`config.mk`:
```
export PLATFORM = sky130hd
export DESIGN_NAME = io_timer
export DESIGN_NICKNAME = d
export VERILOG_FILES = /design/src/rtl/scic_timer_pkg.sv /design/src/rtl/timer_prescaler.sv /design/src/rtl/io_timer.sv
export SDC_FILE = /design/constraint.sdc
export NUM_CORES = 1
export LEC_CHECK = 0
export ABC_CLOCK_PERIOD_IN_PS = 3000
export BUFFER_PORTS_ARGS = -buffer_cell sky130_fd_sc_hd__buf_2
export CAP_MARGIN = 20
export CORE_UTILIZATION = 46
export DETAILED_ROUTE_END_ITERATION = 10
export PLACE_DENSITY = 0.66
export SLEW_MARGIN = 20
export SYNTH_ARGS = -nofsm -noshare
export SYNTH_HDL_FRONTEND = slang
export SYNTH_SLANG_ARGS = --single-unit
```
`constraint.sdc`:
```
create_clock -name clock -period 3 [get_ports clock]
set_clock_uncertainty 0.15 [all_clocks]
set_input_delay 0 -clock clock [delete_from_list [all_inputs] [get_ports clock]]
set_output_delay 0 -clock clock [all_outputs]
set_load 0.05 [all_outputs]
```
`src/rtl/scic_timer_pkg.sv`:
```
// Shared constants for the memory-mapped timer: register offsets, bit positions, widths.
package scic_timer_pkg;

  localparam int unsigned ADDR_W     = 16;
  localparam int unsigned DATA_W     = 32;
  localparam int unsigned PRESCALE_W = 16;
  localparam int unsigned CTRL_W     = 3;

  // Word offsets from BASE_ADDR
  localparam logic [ADDR_W-1:0] OFF_CTRL     = 16'd0;
  localparam logic [ADDR_W-1:0] OFF_PRESCALE = 16'd1;
  localparam logic [ADDR_W-1:0] OFF_COUNT    = 16'd2;
  localparam logic [ADDR_W-1:0] OFF_COMPARE  = 16'd3;
  localparam logic [ADDR_W-1:0] OFF_STATUS   = 16'd4;
  localparam logic [ADDR_W-1:0] NUM_REGS     = 16'd5;

  // CTRL bit positions
  localparam int unsigned CTRL_EN_BIT          = 0;
  localparam int unsigned CTRL_AUTO_RELOAD_BIT = 1;
  localparam int unsigned CTRL_IRQ_EN_BIT      = 2;

  // STATUS bit positions
  localparam int unsigned STATUS_MATCH_BIT = 0;

endpackage

```
`src/rtl/timer_prescaler.sv`:
```
// Prescale counter: counts 0..limit while enabled, ticks on the wrap cycle.
module timer_prescaler
  import scic_timer_pkg::*;
(
  input  logic                  clock,
  input  logic                  reset,
  input  logic                  en,
  input  logic                  clr,
  input  logic [PRESCALE_W-1:0] limit,
  output logic                  tick_c
);

  logic [PRESCALE_W-1:0] cnt_q, cnt_d;
  logic                  wrap_c;

  // >= keeps the counter bounded even if the limit were ever lowered under it
  assign wrap_c = (cnt_q >= limit);
  // A clear restarts the period, so it suppresses any tick in the same cycle
  assign tick_c = en & ~clr & ~reset & wrap_c;

  // Next count: clear wins, otherwise advance/wrap while enabled
  always_comb begin
    cnt_d = cnt_q;
    if (clr) begin
      cnt_d = '0;
    end else if (en) begin
      cnt_d = wrap_c ? '0 : cnt_q + PRESCALE_W'(1);
    end
  end

  // Counter register
  always_ff @(posedge clock) begin
    if (reset) begin
      cnt_q <= '0;
    end else begin
      cnt_q <= cnt_d;
    end
  end

endmodule

```
`src/rtl/io_timer.sv`:
```
// Memory-mapped 32-bit timer with prescaler, compare/match status and level irq.
// Build option: define IO_TIMER_IRQ_EN to enable the CTRL.IRQ_EN bit and the irq output;
// without it IRQ_EN reads 0 and irq is held low while MATCH still works.
module io_timer
  import scic_timer_pkg::*;
#(
  parameter logic [ADDR_W-1:0] BASE_ADDR = 16'hFFF0
) (
  input  logic              clock,
  input  logic              reset,
  input  logic [ADDR_W-1:0] address,
  input  logic [DATA_W-1:0] data_in,
  input  logic              we,
  output logic [DATA_W-1:0] data_out,
  output logic              irq
);

`ifdef IO_TIMER_IRQ_EN
  localparam logic [CTRL_W-1:0] CTRL_WR_MASK = 3'b111;
`else
  localparam logic [CTRL_W-1:0] CTRL_WR_MASK = 3'b011;
`endif

  logic [CTRL_W-1:0]     ctrl_q, ctrl_d;
  logic [PRESCALE_W-1:0] prescale_q, prescale_d;
  logic [DATA_W-1:0]     count_q, count_d;
  logic [DATA_W-1:0]     compare_q, compare_d;
  logic                  match_q, match_d;
  logic [DATA_W-1:0]     data_out_q, data_out_d;
  logic                  irq_q, irq_d;

  logic [ADDR_W-1:0] offset_c;
  logic              in_range_c;
  logic              wr_ctrl_c, wr_prescale_c, wr_count_c, wr_compare_c, wr_status_c;
  logic              pre_clr_c;
  logic              tick_c;
  logic              hit_c;

  // Address decode relative to the block base
  assign offset_c      = ADDR_W'(address - BASE_ADDR);
  assign in_range_c    = (offset_c < NUM_REGS);
  assign wr_ctrl_c     = we & in_range_c & (offset_c == OFF_CTRL);
  assign wr_prescale_c = we & in_range_c & (offset_c == OFF_PRESCALE);
  assign wr_count_c    = we & in_range_c & (offset_c == OFF_COUNT);
  assign wr_compare_c  = we & in_range_c & (offset_c == OFF_COMPARE);
  assign wr_status_c   = we & in_range_c & (offset_c == OFF_STATUS);

  // Restart the prescale period on a PRESCALE write or when the timer is disabled
  assign pre_clr_c = wr_prescale_c | (wr_ctrl_c & ~data_in[CTRL_EN_BIT]);
  assign hit_c     = (count_q == compare_q);

  timer_prescaler u_prescaler (
    .clock  (clock),
    .reset  (reset),
    .en     (ctrl_q[CTRL_EN_BIT]),
    .clr    (pre_clr_c),
    .limit  (prescale_q),
    .tick_c (tick_c)
  );

  // Register updates, counting, match tracking and read mux
  always_comb begin
    ctrl_d     = ctrl_q;
    prescale_d = prescale_q;
    count_d    = count_q;
    compare_d  = compare_q;
    match_d    = match_q;
    data_out_d = '0;
    irq_d      = 1'b0;

    if (wr_ctrl_c)     ctrl_d     = data_in[CTRL_W-1:0] & CTRL_WR_MASK;
    if (wr_prescale_c) prescale_d = data_in[PRESCALE_W-1:0];
    if (wr_compare_c)  compare_d  = data_in;

    // A CPU write to COUNT overrides the tick update in the same cycle
    if (tick_c) begin
      count_d = (hit_c & ctrl_q[CTRL_AUTO_RELOAD_BIT]) ? '0 : count_q + DATA_W'(1);
    end
    if (wr_count_c) count_d = data_in;

    // A new match outranks a coincident write-1-to-clear
    if (wr_status_c & data_in[STATUS_MATCH_BIT]) match_d = 1'b0;
    if (tick_c & hit_c)                          match_d = 1'b1;

`ifdef IO_TIMER_IRQ_EN
    irq_d = match_q & ctrl_q[CTRL_IRQ_EN_BIT];
`endif

    if (in_range_c) begin
      unique case (offset_c)
        OFF_CTRL:     data_out_d = DATA_W'(ctrl_q);
        OFF_PRESCALE: data_out_d = DATA_W'(prescale_q);
        OFF_COUNT:    data_out_d = count_q;
        OFF_COMPARE:  data_out_d = compare_q;
        OFF_STATUS:   data_out_d = DATA_W'(match_q);
        default:      data_out_d = '0;
      endcase
    end
  end

  // State registers; reset outranks any simultaneous write or tick
  always_ff @(posedge clock) begin
    if (reset) begin
      ctrl_q     <= '0;
      prescale_q <= '0;
      count_q    <= '0;
      compare_q  <= '0;
      match_q    <= 1'b0;
      data_out_q <= '0;
      irq_q      <= 1'b0;
    end else begin
      ctrl_q     <= ctrl_d;
      prescale_q <= prescale_d;
      count_q    <= count_d;
      compare_q  <= compare_d;
      match_q    <= match_d;
      data_out_q <= data_out_d;
      irq_q      <= irq_d;
    end
  end

  assign data_out = data_out_q;
  assign irq      = irq_q;

endmodule

```
After elaboration in Yosys (flattened, before gate mapping)
Cells that the tools add are included.
{"block": "classes", "magnitude_cmp": 2, "n_mux": 7, "n_eq_ne": 5, "n_reduce_logical": 5, "n_bitwise": 18, "addsub": 3}
{"op": "one-hot mux 32 bit (5 select lines)", "n": 1}
{"op": "two-way mux 32 bit", "n": 3}
{"op": "adder 32 x 1 -> 32 bit, second input constant", "n": 1}
{"op": "equality test 16 x 2 -> 1 bit, second input constant", "n": 2}
{"op": "equality test 32 bit", "n": 1}
{"op": "adder 16 x 1 -> 16 bit, second input constant", "n": 1}
{"op": "equality test 16 x 1 -> 1 bit, second input constant", "n": 1}
{"op": "equality test 16 x 3 -> 1 bit, second input constant", "n": 1}
{"op": "greater-or-equal comparator 16 bit", "n": 1}
{"op": "logical NOT 16 bit", "n": 1}
{"op": "less-than comparator 16 x 3 -> 1 bit, second input constant", "n": 1}
{"op": "two-way mux 16 bit", "n": 1}
{"op": "subtractor 16 bit, second input constant", "n": 1}
{"op": "bitwise AND 1 bit", "n": 13}
{"op": "inverter 1 bit", "n": 4}
{"op": "nonzero test 2 bit", "n": 2}
{"op": "OR reduction 2 bit", "n": 2}
{"op": "two-way mux 1 bit", "n": 2}
{"op": "OR 1 bit", "n": 1}
{"block": "word_totals", "ff_bits": 131, "in_bits": 51, "output_inout_bits": 33}

Logic depth before layout (Yosys ltp)
{"block": "logic_depth", "ltp_word": 12, "depth_mapped": 11, "depth_no_buf": 9}

Hierarchy
From an unflattened synthesis, not the netlist that was laid out.
{"block": "unflattened", "cells_unflattened": 822, "area_unflattened_um2": 6770.2}
{"module": "io_timer", "seq_area_each_um2": 2302.2, "area_per_inst_um2": 5606.6, "instances": 1, "cells_per_inst": 688}
{"module": "timer_prescaler", "seq_area_each_um2": 320.3, "area_per_inst_um2": 1163.6, "instances": 1, "cells_per_inst": 134}

Worst setup path before layout
Ideal clock, no wire load.
{"block": "synth_path", "path_kind": "flip-flop to flip-flop", "start": "register prescale_q[11]", "end": "register count_q[20]", "period_less_slack_ns": 2.448, "stages_incl_launch_ff": 11, "n_path_buf": 1, "t_arrival_ns": 2.224, "slack_ns": 0.552, "required_ns": 2.776, "setup_ns": 0.074, "cell_sequence": "dfxtp_1 -> inv_1 -> ha_1 -> and4_1 -> o2111ai_1 -> a31o_1 -> a31o_1 -> a21o_1 -> buf_2 -> or4_1 -> a31oi_1"}
{"block": "synth_via", "elab_chain_cells": 3}
{"item": "start, declared", "line": "io_timer.sv:25", "rtl": "logic [PRESCALE_W-1:0] prescale_q, prescale_d;"}
{"item": "start signal, assigned", "line": "io_timer.sv:113", "rtl": "prescale_q <= prescale_d;"}
{"item": "greater-or-equal comparator 16 bit", "line": "timer_prescaler.sv:17", "rtl": "assign wrap_c = (cnt_q >= limit);"}
{"item": "bitwise AND 1 bit", "line": "timer_prescaler.sv:19", "rtl": "assign tick_c = en & ~clr & ~reset & wrap_c;"}
{"item": "nonzero test 2 bit (no source line)"}
{"item": "end signal, assigned", "line": "io_timer.sv:114", "rtl": "count_q <= count_d;"}
{"item": "end, declared", "line": "io_timer.sv:26", "rtl": "logic [DATA_W-1:0] count_q, count_d;"}
Every way passes these cells.
A chain may end at the register's enable or synchronous reset.

Final worst setup path
{"block": "layout_path", "start": "register prescale_q[9]", "end": "register count_q[20]"}
The elaborated chain is that of the path after synthesis.

==> results_dict.tcl <==
set metrics [dict create \
    status "completed" \
    overflow 0 \
    synth_nets 892 \
    place_hpwl_mm 12.6 \
    irDropWorstVdd_v 0.000407 \
    cp_common_cell "a31o_1" \
    r2r_slack_ns 0.17 \
    core-area_um2 14600 \
    grt_usage 0.246 \
    netlist_area_um2 6880 \
    utilization 0.583 \
    cpPeakStageDelay_ns 0.47 \
    path_class "flip-flop to flip-flop" \
    cts_tree "done" \
    ys_async_sr_fraction 0 \
    drc 0 \
    routed_wl_mm 18.7 \
    grt_pass1_vias 5838 \
    hold_path.class "primary input to flip-flop" \
    root_buffer "clkbuf_16" \
    fmax_ghz 0.353 \
    synth.cells.most_frequent "dfxtp_1 (131), nor2_1 (128), nand2_1 (94)" \
    report.final.slew_viol_count 0 \
    maxCapViolCount 0 \
    yosysWarnings 0 \
    wire_per_inst_um 16.4 \
    ff2ff_path_depth 11 \
    dieWidth_um 124 \
    grt_pass1_wl_mm 30.1 \
    rr_endpoint "count_q[20]" \
    vias_per_cell 5.56 \
    cp-start-kind "flip-flop" \
    synth_edf_count 0 \
    yosys.area_share.adder 0.0327 \
    yosys.area_share.simple 0.239 \
    cp.arrival_ns 3.04 \
    antenna_found_initial 0 \
    post-synth-top-count-cell "dfxtp_1" \
    final_area_um2 8510 \
    crit_buf_inv 3 \
    crit_required_ns 3.21 \
    synth.largest_area_cell "dfxtp_1" \
    first_pass_iters 5 \
    hold_viol 0 \
    r2r-start "prescale_q[9]" \
    synth.mux.area_fraction 0.0736 \
    slew_headroom 0.355 \
    ys_seq_area_frac 0.381 \
    io_pins 84 \
    placed_area_um2 7510 \
    drive_gt1_frac 0.191 \
    row_count 44 \
    fp.dieArea_um2 15500 \
    clock_latency_ns 0.43 \
    start_util 0.472 \
    layout.nets 1012 \
    syn_area_per_cell_um2 8.36 \
    htreeDepth 4 \
    cp_top_family "compound AO/OA/AOI/OAI gates" \
    die_y_um 124 \
    leakage_nw 3.58 \
    synth_seq_cells 131 \
    numCtsBuffers 17 \
    place.gp.congestion 0.857 \
    syn2layout_area_growth_pct 23.7 \
    fin_cells 1139 \
    cts_buffer_depth 2 \
    antenna_left 0 \
    total_power_w 0.00410 \
    syn_inst 823 \
    synth_ff_type "dfxtp_1" \
    whs_path_depth 4 \
    period_minus_slack_ns 2.83 \
    synth-compound-area-share 0.158 \
    crit_chain "inv_1 -> ha_1 -> and4_1 -> o2111ai_1 -> a31o_1 -> a31o_1 -> buf_4 -> a21o_1 -> buf_12 -> or4_1 -> a31oi_1" \
    synth_top_area_share 0.381 \
    synth_cell_type_count 67 \
    min_from "address[0]" \
    cp_max_fo 37 \
    synth_area_leaders "dfxtp_1 (38%), nor2_1 (7.0%), mux2i_1 (5.2%), nand2_1 (5.1%), xor2_1 (4.8%)" \
    port_buffers 82 \
    worstMarginPinSlew_ns 0.968 \
    path_clk_slew_ns 0.06 \
    whs_endpoint "u_prescaler.cnt_q[1]" \
    power.density_nw_per_um2 482 \
    crit_slowest_cell "or4_1" \
    synth_xor_area_frac 0.0611 \
    synth_top_family_by_area "simple AND/OR/NAND/NOR gates" \
    setup.worst_path.end_class "flip-flop" \
    vias 6333 \
    holdWs_ns 0.0168 \
    num_antenna_cells 0 \
    setup_viol 0 \
    initialDrtViolationCount 383 \
    grt_max_degree 86 \
    num-fill-cells 1333 \
    period_share 0.943 \
    cts.sinks 131 \
    dp_cells 1070 \
    grt_setup_unrepaired "false" \
]
==> kinds of logic after synthesis <==
group	count (synthesis)
simple gates	331
compound gates	168
flops	131
buf+inv	77
mux	49
xor+xnor	48
fa+ha+maj	18
other cells	1
==> worst register-to-register path, cell delays in order, from the launching register on <==
cell and delay, ns:
dfxtp_1 0.35, inv_1 0.06, ha_1 0.28, and4_1 0.22, o2111ai_1 0.13, a31o_1 0.21
a31o_1 0.22, buf_4 0.15, a21o_1 0.17, buf_12 0.18, or4_1 0.49, a31oi_1 0.16
==> worst max path at each step <==
| stage | from | slack (ns) | end | depth (start not counted) |
|---|---|---|---|---|
| floorplan | prescale_q[11] | 0.55 | count_q[20] | 10 |
| global placement | prescale_q[11] | -0.1 | count_q[5] | 9 |
| detailed placement | prescale_q[11] | 0.003 | u_prescaler.cnt_q[4] | 10 |
| CTS | prescale_q[11] | 0.10 | count_q[27] | 11 |
| global route | prescale_q[9] | 0.05 | count_q[31] | 11 |
| finish | prescale_q[9] | 0.17 | count_q[20] | 11 |
==> sequential cells by signal, summed over array words and instances, names as in the netlist <==
| signal | cells |
|---|---|
| compare_q | 32 |
| count_q | 32 |
| data_out | 32 |
| prescale_q | 16 |
| u_prescaler.cnt_q | 16 |
| ctrl_q | 2 |
| match_q | 1 |
==> metrics by stage <==
step / TNS, ns / worst slack (ns)
global route: 0 / 0.0506
floorplan: 0 / 0.552
finish: 0 / 0.170
global placement: -1.12 / -0.0950
detailed placement: 0 / 0.00270
CTS: 0 / 0.102
==> cells in the final DEF (no fill, tap or decap), types with 18 or more instances in the layout <==
cell / netlist / final
nand2_1: 94 / 94
a21oi_1: 54 / 54
ha_1: 18 / 18
nor2_1: 128 / 128
buf_2: 15 / 82
o21ai_1: 24 / 23
mux2i_1: 36 / 36
xor2_1: 38 / 38
dfxtp_1: 131 / 131
inv_1: 25 / 25
dlygate4sd3_1: 0 / 37
buf_4: 3 / 31
==> repair_timing <==
action,4_1_cts,5_1_grt
hold buffers,37,0
resized for setup,1,0
setup endpoints to repair,2,6
endpoints found under the hold margin,100,0
pin swaps,0,1
setup buffers,0,1
==> where the power goes <==
part / switching (W) / internal (W) / total [W] / leakage (nW)
Sequential: 0.00000000493 / 0.00174 / 0.00174 / 1.05
Clock: 0.000782 / 0.00142 / 0.00221 / 0.303
Combinational: 0.0000821 / 0.0000714 / 0.000154 / 2.23
==> metal layers <==
layer,share of wire,GRT usage,vias to the layer above
li1,-,-,3127
met1,0.46,0.327,2981
met2,0.46,0.389,198
met3,0.057,0.0541,27
met4,0.020,0.0964,0
met5,0,0,-
==> layout make-up <==
type	count	area [µm²]	area share
multi-input combinational	615	3890	0.457
tap	184	230	0.0270
sequential	131	2620	0.308
timing repair buffer	153	1060	0.124
clock inverter	10	156	0.0184
inverter	25	93.8	0.0110
clock buffer	21	460	0.0541
No activity file was read; power rests on OpenSTA's default activity.
